## src/rtl/conv_sched_pkg.sv

```systemverilog
// Shared types and job geometry for the conv engine scheduler.
package conv_sched_pkg;

   localparam int unsigned DATA_W       = 6;
   localparam int unsigned RES_W        = 12;
   localparam int unsigned FILTER_WORDS = 9;
   localparam int unsigned IMAGE_WORDS  = 49;
   localparam int unsigned RESULT_WORDS = 25;
   localparam int unsigned WCNT_W       = 6;
   localparam int unsigned RCNT_W       = 5;

   typedef enum logic [2:0] {
      IDLE   = 3'd0,
      LOAD_F = 3'd1,
      LOAD_I = 3'd2,
      DRAIN  = 3'd3,
      DONE   = 3'd4
   } sched_state_t;

endpackage

```

## src/rtl/conv_sched_rr_arbiter.sv

```systemverilog
// Combinational round-robin pick: first set request at or after ptr, wrapping.
module rr_arbiter #(
   parameter int unsigned N_REQ = 2,
   parameter int unsigned ID_W  = $clog2(N_REQ)
) (
   input  logic [N_REQ-1:0] req,
   input  logic [ID_W-1:0]  ptr,
   output logic [N_REQ-1:0] gnt,
   output logic [ID_W-1:0]  id
);

   int unsigned idx;
   logic        found;

   always_comb begin
      gnt   = '0;
      id    = '0;
      found = 1'b0;
      idx   = 0;
      for (int unsigned i = 0; i < N_REQ; i++) begin
         idx = 32'(ptr) + i;
         if (idx >= N_REQ) begin
            idx = idx - N_REQ;
         end
         if (!found && req[ID_W'(idx)]) begin
            found             = 1'b1;
            gnt[ID_W'(idx)]   = 1'b1;
            id                = ID_W'(idx);
         end
      end
   end

endmodule

```

## src/rtl/conv_sched.sv

```systemverilog
// Shares one conv engine between N_REQ requesters: grant, forward filter+image
// words, collect 25 results tagged with the requester id.
module conv_sched
   import conv_sched_pkg::*;
#(
   parameter int unsigned N_REQ = 2,
   parameter int unsigned ID_W  = $clog2(N_REQ)
) (
   input  logic                clk,
   input  logic                rst_n,
   input  logic [N_REQ-1:0]    req,
   output logic [N_REQ-1:0]    gnt,
   input  logic                word_valid,
   input  logic [DATA_W-1:0]   word_data,
   output logic                word_ready,
   output logic                eng_filter_valid,
   output logic                eng_image_valid,
   output logic [DATA_W-1:0]   eng_data,
   input  logic                eng_out_valid,
   input  logic [RES_W-1:0]    eng_out_data,
   output logic                res_valid,
   output logic [RES_W-1:0]    res_data,
   output logic [ID_W-1:0]     res_id,
   output logic                job_done,
   output logic                busy
);

   sched_state_t        state_q, state_d;
   logic [N_REQ-1:0]    gnt_q, gnt_d;
   logic [ID_W-1:0]     cur_id_q, cur_id_d;
   logic [ID_W-1:0]     ptr_q, ptr_d;
   logic [WCNT_W-1:0]   wcnt_q, wcnt_d;
   logic [RCNT_W-1:0]   rcnt_q, rcnt_d;
   logic                eng_filter_valid_q, eng_filter_valid_d;
   logic                eng_image_valid_q, eng_image_valid_d;
   logic [DATA_W-1:0]   eng_data_q, eng_data_d;
   logic                res_valid_q, res_valid_d;
   logic [RES_W-1:0]    res_data_q, res_data_d;
   logic [ID_W-1:0]     res_id_q, res_id_d;
   logic                job_done_q, job_done_d;

   logic [N_REQ-1:0]    arb_gnt;
   logic [ID_W-1:0]     arb_id;
   logic [ID_W-1:0]     ptr_inc;
   logic                xfer;

   rr_arbiter #(
      .N_REQ (N_REQ),
      .ID_W  (ID_W)
   ) u_arb (
      .req (req),
      .ptr (ptr_q),
      .gnt (arb_gnt),
      .id  (arb_id)
   );

   assign word_ready = (state_q == LOAD_F) || (state_q == LOAD_I);
   assign busy       = (state_q != IDLE);
   assign xfer       = word_valid && word_ready;
   assign ptr_inc    = (cur_id_q == ID_W'(N_REQ - 1)) ? '0 : cur_id_q + ID_W'(1);

   // Next-state and registered-output logic.
   always_comb begin
      state_d            = state_q;
      gnt_d              = gnt_q;
      cur_id_d           = cur_id_q;
      ptr_d              = ptr_q;
      wcnt_d             = wcnt_q;
      rcnt_d             = rcnt_q;
      eng_filter_valid_d = 1'b0;
      eng_image_valid_d  = 1'b0;
      eng_data_d         = eng_data_q;
      res_valid_d        = 1'b0;
      res_data_d         = res_data_q;
      res_id_d           = res_id_q;
      job_done_d         = 1'b0;

      case (state_q)
         IDLE: begin
            if (|req) begin
               gnt_d    = arb_gnt;
               cur_id_d = arb_id;
               wcnt_d   = '0;
               rcnt_d   = '0;
               state_d  = LOAD_F;
            end
         end
         LOAD_F: begin
            if (xfer) begin
               eng_filter_valid_d = 1'b1;
               eng_data_d         = word_data;
               if (wcnt_q == WCNT_W'(FILTER_WORDS - 1)) begin
                  wcnt_d  = '0;
                  state_d = LOAD_I;
               end else begin
                  wcnt_d = wcnt_q + WCNT_W'(1);
               end
            end
         end
         LOAD_I: begin
            if (xfer) begin
               eng_image_valid_d = 1'b1;
               eng_data_d        = word_data;
               if (wcnt_q == WCNT_W'(IMAGE_WORDS - 1)) begin
                  wcnt_d  = '0;
                  state_d = DRAIN;
               end else begin
                  wcnt_d = wcnt_q + WCNT_W'(1);
               end
            end
         end
         DRAIN: begin
            if (eng_out_valid) begin
               res_valid_d = 1'b1;
               res_data_d  = eng_out_data;
               res_id_d    = cur_id_q;
               if (rcnt_q == RCNT_W'(RESULT_WORDS - 1)) begin
                  rcnt_d  = '0;
                  state_d = DONE;
               end else begin
                  rcnt_d = rcnt_q + RCNT_W'(1);
               end
            end
         end
         DONE: begin
            job_done_d = 1'b1;
            gnt_d      = '0;
            ptr_d      = ptr_inc;
            state_d    = IDLE;
         end
         default: begin
            state_d = IDLE;
         end
      endcase
   end

   always_ff @(posedge clk or negedge rst_n) begin
      if (!rst_n) begin
         state_q            <= IDLE;
         gnt_q              <= '0;
         cur_id_q           <= '0;
         ptr_q              <= '0;
         wcnt_q             <= '0;
         rcnt_q             <= '0;
         eng_filter_valid_q <= 1'b0;
         eng_image_valid_q  <= 1'b0;
         eng_data_q         <= '0;
         res_valid_q        <= 1'b0;
         res_data_q         <= '0;
         res_id_q           <= '0;
         job_done_q         <= 1'b0;
      end else begin
         state_q            <= state_d;
         gnt_q              <= gnt_d;
         cur_id_q           <= cur_id_d;
         ptr_q              <= ptr_d;
         wcnt_q             <= wcnt_d;
         rcnt_q             <= rcnt_d;
         eng_filter_valid_q <= eng_filter_valid_d;
         eng_image_valid_q  <= eng_image_valid_d;
         eng_data_q         <= eng_data_d;
         res_valid_q        <= res_valid_d;
         res_data_q         <= res_data_d;
         res_id_q           <= res_id_d;
         job_done_q         <= job_done_d;
      end
   end

   assign gnt              = gnt_q;
   assign eng_filter_valid = eng_filter_valid_q;
   assign eng_image_valid  = eng_image_valid_q;
   assign eng_data         = eng_data_q;
   assign res_valid        = res_valid_q;
   assign res_data         = res_data_q;
   assign res_id           = res_id_q;
   assign job_done         = job_done_q;

endmodule

```

## config.mk

```make
export PLATFORM = sky130hd
export DESIGN_NAME = conv_sched
export DESIGN_NICKNAME = d
export VERILOG_FILES = /design/src/rtl/conv_sched_pkg.sv /design/src/rtl/conv_sched_rr_arbiter.sv /design/src/rtl/conv_sched.sv
export SDC_FILE = /design/constraint.sdc
export NUM_CORES = 1
export LEC_CHECK = 0
export BUFFER_PORTS_ARGS = -buffer_cell sky130_fd_sc_hd__buf_4
export CORE_ASPECT_RATIO = 1.75
export CORE_MARGIN = 1.5
export CORE_UTILIZATION = 41
export CTS_CLUSTER_DIAMETER = 60
export CTS_CLUSTER_SIZE = 8
export DETAILED_ROUTE_END_ITERATION = 7
export MAX_ROUTING_LAYER = met4
export PLACE_DENSITY = 0.63
export SLEW_MARGIN = 5
export SYNTH_ARGS = -nofsm -noshare
export SYNTH_HDL_FRONTEND = slang
export SYNTH_SLANG_ARGS = --single-unit
```

## constraint.sdc

```tcl
create_clock -name clk -period 1.98 [get_ports clk]
set_input_delay 0.396 -clock clk [delete_from_list [all_inputs] [get_ports clk]]
set_output_delay 0.396 -clock clk [all_outputs]
set_load 0.005 [all_outputs]
```

Word-level counts from Yosys, hierarchy flattened
Cells that the tools add are included.
- $add $sub $neg: 6
- order comparisons: 6
- eq/ne operators: 14
- mux-type cells: 42
- bitwise gates (word level): 1
- reduce and logical (&&, ||, !) cells: 20
- operator list (operator ; number):
    6-bit two-way mux ; 5
    3-bit two-way mux ; 7
    1-bit two-way mux ; 18
    6-bit one-hot mux with 3 select lines ; 1
    5-bit two-way mux ; 3
    3-bit one-hot mux with 4 select lines ; 1
    2-bit inequality test, second input constant ; 5
    5-bit one-hot mux with 2 select lines ; 1
    2-bit AND reduction ; 4
    7-bit AND reduction ; 1
    6-bit by 1-bit adder with 6-bit output, second input constant ; 1
    3-bit by 2-bit equality test with 1-bit output, second input constant ; 2
    6-bit by 4-bit equality test with 1-bit output, second input constant ; 1
    6-bit equality test, second input constant ; 1
    2-bit two-way mux ; 3
    3-bit nonzero test ; 2
    5-bit by 1-bit adder with 5-bit output, second input constant ; 1
    5-bit equality test, second input constant ; 1
    1-bit logical AND ; 4
    1-bit by 2-bit < comparator with 1-bit output, second input constant ; 2
    2-bit by 1-bit inequality test with 1-bit output, second input constant ; 2
    2-bit one-hot mux with 2 select lines ; 1
    4-bit AND reduction ; 1
    2-bit nonzero test ; 2
    other kinds (15) ; 19
- register bits after elaboration: 41
- input port bits: 24
- output and inout port bits: 27
- word-level logic and storage cells: 102

Longest topological paths before layout
Gate-level depths: netlist of run 1.
- word-level depth: 11
- gate-level depth with buffers: 6
- mapped depth without buffers: 6

Hierarchy
From an unflattened synthesis of run 1, not the netlist that was laid out.
- cell total of the unflattened synthesis: 171
- area total of the unflattened synthesis: 1981.9 sq um
- modules (own cells, without submodules) (module ; instances ; cells each ; area each (sq um) ; seq. area each (sq um)):
    conv_sched ; 1 ; 167 ; 1951.9 ; 1026.0
    rr_arbiter ; 1 ; 4 ; 30.0 ; 0.0

Least setup slack after synthesis of run 1
OpenSTA, ideal clock, no wires.
- kind: register -> register
- start: register state_q[1]
- end: register eng_data_q[0], in the netlist eng_data[0]
- library setup time: 125 ps
- arrival: 1572 ps
- data required time: 1855 ps
- slack: 283 ps
- cell stages (with the launch flop): 6
- buffers on the path: 1
- period minus slack after synthesis: 1697 ps
- cells stage by stage: dfrtp_1 or2b_1 a21oi_1 and2_1 buf_4 mux2_2
- word-level cells in the longest chain between the ends: 4
- elaborated cells between the ends (all ways): 6
- those cells by class: eq/ne: 2; reduce/logical: 4
- RTL lines (item ; RTL line ; source):
    from (decl) ; conv_sched.sv:28 ; sched_state_t state_q, state_d;
    from (signal assigned) ; conv_sched.sv:153 ; state_q <= state_d;
    3-bit by 1-bit equality test with 1-bit output / 3-bit by 2-bit equality test with 1-bit output (equally long branches) ; conv_sched.sv:57 ; assign word_ready = (state_q == LOAD_F) || (state_q == LOAD_I);
    1-bit logical OR * ; conv_sched.sv:57 ;
    via word_ready ; conv_sched.sv:15 ; output logic word_ready,
    1-bit logical AND * ; conv_sched.sv:59 ; assign xfer = word_valid && word_ready;
    2-bit AND reduction (no source line) * ; - ;
    to (signal assigned) ; conv_sched.sv:161 ; eng_data_q <= eng_data_d;
    to (decl) ; conv_sched.sv:36 ; logic [DATA_W-1:0] eng_data_q, eng_data_d;
The timed path passes the listed nets; every way through them passes the cells marked *.
A chain may end at the register's enable or synchronous reset.

Worst setup path in the final report of run 1
- start: register state_q[2]
- end: output busy
- word-level cells in the longest chain between the ends: 1
- RTL lines (item ; RTL line ; source):
    3-bit nonzero test ; conv_sched.sv:58 ; assign busy = (state_q != IDLE);
    to (decl) ; conv_sched.sv:25 ; output logic busy
No other way between the ends.

==> flow_summary.json, run 1 <==
{
  "ir_drop_mv": 1.06,
  "tightest_slew_ns": 0.571,
  "die_area_um2": 5290,
  "drtPass1Iterations": 4,
  "critPathMaxStageDelay_ns": 0.49,
  "clock_tree.buffer_depth": 2,
  "max-slew-margin-rel_pct": 61.7,
  "cp.buffers_inverters": 3,
  "seq_area_um2": 1030,
  "synth_nets": 198,
  "root_buffer": "clkbuf_8",
  "syn_avg_cell_area_um2": 11.7,
  "p_total_mw": 4.28,
  "postLayoutCoreUtil_pct": 55.7,
  "cts_sinks": 41,
  "yosysTopAreaCellShare_pct": 51.7,
  "arrival_ns": 1.48,
  "busiest_layer": "met2",
  "drc": 0,
  "drive_gt1_share_pct": 43.6,
  "yosys_warnings": 0,
  "max_freq_mhz": 534,
  "start_kind": "flip-flop",
  "first_global_vias": 1535,
  "rrSetupSlack_ns": 0.14,
  "routedWlPerCell_um": 14.7,
  "via_per_inst": 5.33,
  "yosys_most_used_dff": "dfrtp_1",
  "clk-insertion-delay-late_ns": 0.29,
  "fin_worst_skew_ns": 0.00598,
  "die_x_um": 55.6,
  "wirelength_um": 4230,
  "cts_hold_buf": 0,
  "vias": 1534,
  "hold_viol": 0,
  "worstPathRequired_ns": 1.58,
  "grt_max_degree": 42,
  "leakagePower_nw": 1.20,
  "tns_ns": 0,
  "floorplan.io_pins": 51,
  "cp_common_cell": "buf_4",
  "cts_tree": "yes",
  "path_delay_family": "flip-flops",
  "startpoint": "state_q[2]",
  "worstHoldPathType": "in -> async",
  "async_reset_ff_share_pct": 100,
  "rsz0062_at_grt": "no",
  "area_delta_synth_final_pct": 30.9,
  "netlist_area_um2": 1990,
  "hpwl_um": 3160,
  "io_buffers": 50,
  "clk_pin_slew_ns": 0.09,
  "power_density_nw_per_um2": 1650,
  "yosys.area.top_type": "dfrtp_1",
  "slowest_stage": "dfrtp_1",
  "place_ws_ns": 0.138,
  "synth_seq_cells": 41,
  "path_max_fanout": 9,
  "core_area_um2": 4670,
  "overflow": 0,
  "use_met2_pct": 30.4,
  "worstRegToRegCells": 6,
  "synth-seq-area-share_pct": 51.7,
  "status": "completed",
  "ant_nets": 0,
  "setup_violations": 0,
  "ys_types": 43,
  "finalCriticalPeriod_ns": 1.87,
  "cts_buffers": 5,
  "routabilityCongestion": 0.798,
  "fin_ws_ns": 0.107,
  "synthCells": 170,
  "synth.most_common_cell": "dfrtp_1",
  "fin_crit_sh_pct": 94.6,
  "use_met1_pct": 19.5,
  "grt_use_met3_pct": 3.12,
  "regToRegStartpoint": "state_q[1]",
  "grt_pass1_wl_um": 6970,
  "rows": 33,
  "drtIter0Drc": 42,
  "path_cells": "buf_4, nor3_1, inv_1, buf_4",
  "nets": 263,
  "multiInputGateArea_um2": 881,
  "grt_use_total_pct": 17.2,
  "htree_levels": 2,
  "hold_ws_ns": 0.0703,
  "dieHeight_um": 95.1,
  "path_class": "reg -> out",
  "end_kind": "output port",
  "yosys-top-cells-count": "dfrtp_1, mux2_2, nand2_1, inv_1",
  "drv_slew": 0,
  "synth_edf_count": 0,
  "antenna_found_initial": 0,
  "synth_top_cells_by_area": "dfrtp_1, mux2_2, ha_1",
  "start_util_pct": 42.6,
  "antenna_cells": 0,
  "max_cap_viol_count": 0,
  "rr_endpoint": "wcnt_q[2]",
  "fillers": 435
}
-- registers in the layout, summed over array words and instances (netlist names) --
name              cells
cur_id_q              1
eng_data              6
eng_filter_valid      1
eng_image_valid       1
gnt                   2
job_done              1
ptr_q                 1
rcnt_q                5
res_data             12
res_id                1
res_valid             1
state_q               3
wcnt_q                6
-- metal layers --
metal / part of all wire (%) / routed length, um / vias up
li1: - / - / 744
met1: 40 / 1710 / 744
met2: 55 / 2310 / 40
met3: 3.6 / 151 / 6
met4: 1.5 / 63 / 0
met5: 0 / 0 / -
-- how the worst max path moves through the flow --
stage	end	slack, ns	depth (start not counted)
floorplan	eng_data[0]	0.28	5
CTS	word_ready	0.01	4
detailed placement	eng_data[3]	0.14	4
global placement	eng_data[1]	0.17	4
finish	busy	0.11	4
global route	word_ready	0.02	4
-- cells in the final DEF (no fill, tap or decap), types with 5 or more instances in the layout --
cell,count
buf_4,63
dfrtp_1,39
mux2_2,20
nand2_1,12
inv_1,10
nor2_1,9
o21ai_0,9
a21oi_1,8
nor3_1,5
o211ai_1,5
clkbuf_8,5
-- final cells by class --
cell class	count	area share [%]
flip-flops and latches	41	39.6
multi-input cells	114	33.9
repair buffers	63	18.2
clock buffers	5	2.65
well taps	52	2.50
clock inverters	3	1.78
inverters	10	1.44
-- what timing repair did --
| item | 4_1_cts | 5_1_grt |
|---|---|---|
| gates resized for setup | 1 | 2 |
| buffers inserted | 0 | 4 |
| endpoints found under the setup margin | 1 | 1 |
-- power by group --
part           total, mW  internal (mW)  switching [mW]
registers           1.48           1.21           0.274
logic               2.11           1.18           0.927
clock network      0.688          0.378           0.311
total               4.28           2.77            1.51
-- stage by stage --
stage                     instances  instance area (um2)
after detailed placement        276                 2450
after CTS                       284                 2560
after global placement          276                 2450
final                           288                 2600
after global routing            288                 2600
after floorplan                 170                 1990
-- kinds of logic after synthesis --
| logic type | after synthesis | share of synthesized area (%) |
|---|---|---|
| adder cells (fa/ha/maj) | 4 | 2.52 |
| buffers and inverters | 15 | 4.16 |
| flip-flops | 41 | 51.7 |
| AND/OR/NAND/NOR | 51 | 14.6 |
| AO/OA/AOI/OAI | 38 | 15.1 |
| multiplexers | 21 | 11.9 |
(Power assumes the default switching activity.)
==> run 2, diff against run 1 <==
CAP_MARGIN = 0   (was default)
CELL_PAD_IN_SITES_DETAIL_PLACEMENT = 1   (was default)
CELL_PAD_IN_SITES_GLOBAL_PLACEMENT = 1   (was default)
CTS_CLUSTER_DIAMETER = 100   (was 60)
PLACE_DENSITY = 0.78   (was 0.63)
==> run 2 against run 1 <==
Effect of this change: clock-buffer cell count up 2; setup slack worse by 0.0073 ns; register-to-register slack is essentially flat; critical path depth did not move; wire length increased by 23%; design area is essentially flat; sequential cell count is the same; critical path type unchanged.
==> flow_summary.json, run 2 (synthesis gave the netlist of run 1 again) <==
{
  "cts_tree": "yes",
  "clock_tree.buffer_depth": 2,
  "hold_ws_ns": 0.0730,
  "start_util_pct": 42.6,
  "hpwl_um": 3860,
  "root_buffer": "clkbuf_8",
  "grt_use_total_pct": 21.3,
  "end_kind": "output port",
  "critPathMaxStageDelay_ns": 0.45,
  "postLayoutCoreUtil_pct": 55.8,
  "final_common_cell": "buf_4",
  "max-slew-margin-rel_pct": 57.6,
  "drtPass1Iterations": 4,
  "clk-insertion-delay-late_ns": 0.29,
  "slowest_stage": "dfrtp_2",
  "hold_viol": 0,
  "finalCriticalPeriod_ns": 1.88,
  "grt_pass1_wl_um": 8490,
  "setup_violations": 0,
  "worstPathRequired_ns": 1.58,
  "worstHoldPathType": "in -> async",
  "wirelength_um": 5210,
  "drc": 0,
  "drtIter0Drc": 29,
  "placed_area_um2": 2480,
  "rsz0062_at_grt": "no",
  "core_area_um2": 4670,
  "rrSetupSlack_ns": 0.15,
  "max_freq_mhz": 532,
  "via_per_inst": 5.65,
  "max_cap_viol_count": 0,
  "routabilityCongestion": 0.833,
  "leakagePower_nw": 1.21,
  "layout_common_cells": "buf_4, dfrtp_1, mux2_2",
  "routedWlPerCell_um": 18.1,
  "start_kind": "flip-flop",
  "floorplan.io_pins": 51,
  "rows": 33,
  "cts_buffers": 5,
  "overflow": 0,
  "worstRegToRegCells": 5,
  "regToRegStartpoint": "wcnt_q[5]",
  "clk_pin_slew_ns": 0.08,
  "status": "completed",
  "tightest_slew_ns": 0.631,
  "path_cells": "or2b_1, a21oi_2, buf_4, buf_4",
  "vias": 1628,
  "path_class": "reg -> out",
  "fin_crit_sh_pct": 95.0,
  "rr_endpoint": "state_q[0]",
  "largest_reg_flops": 12,
  "fin_worst_skew_ns": 0.00729,
  "path_max_fanout": 6,
  "fin_cells": 288,
  "first_global_vias": 1824,
  "nets": 263,
  "power_density_nw_per_um2": 1690,
  "area_delta_synth_final_pct": 31.0,
  "antenna_found_initial": 0,
  "cts_sinks": 41,
  "tns_ns": 0,
  "die_area_um2": 5290,
  "cts_setup_buffers": 0,
  "drv_slew": 0,
  "ir_drop_mv": 0.891,
  "htree_levels": 2,
  "dieHeight_um": 95.1,
  "cts_hold_buf": 0,
  "ant_nets": 0,
  "antenna_cells": 0,
  "drive_gt1_share_pct": 43.2,
  "io_buffers": 50,
  "cp_common_cell": "buf_4",
  "fin_area_um2": 2600,
  "arrival_ns": 1.48,
  "die_x_um": 55.6,
  "dpl.cell_count": 280,
  "grt_max_degree": 42
}
==> run 2: cell types whose count changed in the layout (fill, tap and decap cells not counted), sizes merged <==
cell,change
clkbuf,+2
clkinv,-1
clkinvlp,-1
==> run 2: cell type report <==
class                   count  area (um2)
flip-flops and latches     41        1030
well taps                  52        65.1
clock inverters             1        30.0
inverters                  10        37.5
repair buffers             63         473
clock buffers               7        86.3
fillers                   520        2060
multi-input cells         114         881
==> run 2: worst max path at each step <==
stage | startpoint | to | slack (ns) | depth (start not counted)
finish | state_q[1] | word_ready | 0.1 | 4
floorplan | state_q[1] | eng_data[0] | 0.28 | 5
detailed placement | wcnt_q[5] | state_q[0] | 0.17 | 5
global placement | wcnt_q[5] | state_q[1] | 0.23 | 5
global route | state_q[1] | busy | 0.03 | 4
CTS | state_q[0] | word_ready | 0.02 | 4
==> run 2: through the flow <==
stage               setup WS, ns  power (mW)
CTS                       0.0202        4.45
detailed placement         0.166        3.69
finish                    0.0994        4.41
global placement           0.235        3.55
floorplan                  0.283        2.70
global route              0.0260        4.70
==> run 2: repair_timing <==
| action | 4_1_cts | 5_1_grt |
|---|---|---|
| hold endpoints to repair | 0 | 0 |
| endpoints found under the setup margin | 0 | 1 |
| resized for setup | 0 | 3 |
==> run 2: layer usage <==
metal  track usage, %  up-vias  part of all wire (%)
met5                -        -                     0
li1                 -      741                     -
met1             21.3      823                    36
met2             41.9       58                    60
met4             6.50        0                   1.2
met3             2.85        6                   3.4
==> run 2: power breakdown <==
group	switching (mW)	leakage [nW]	internal (mW)
clock network	0.301	0.0585	0.412
logic	1.03	0.639	1.19
registers	0.274	0.508	1.21
total	1.60	1.21	2.81
==> run 2: critical path, delay by kind of cell (launching register included) <==
family | cells | cell delay (ns)
AO/OA/AOI/OAI | 1 | 0.18
buffers and inverters | 2 | 0.25
flip-flops | 1 | 0.45
AND/OR/NAND/NOR | 1 | 0.31
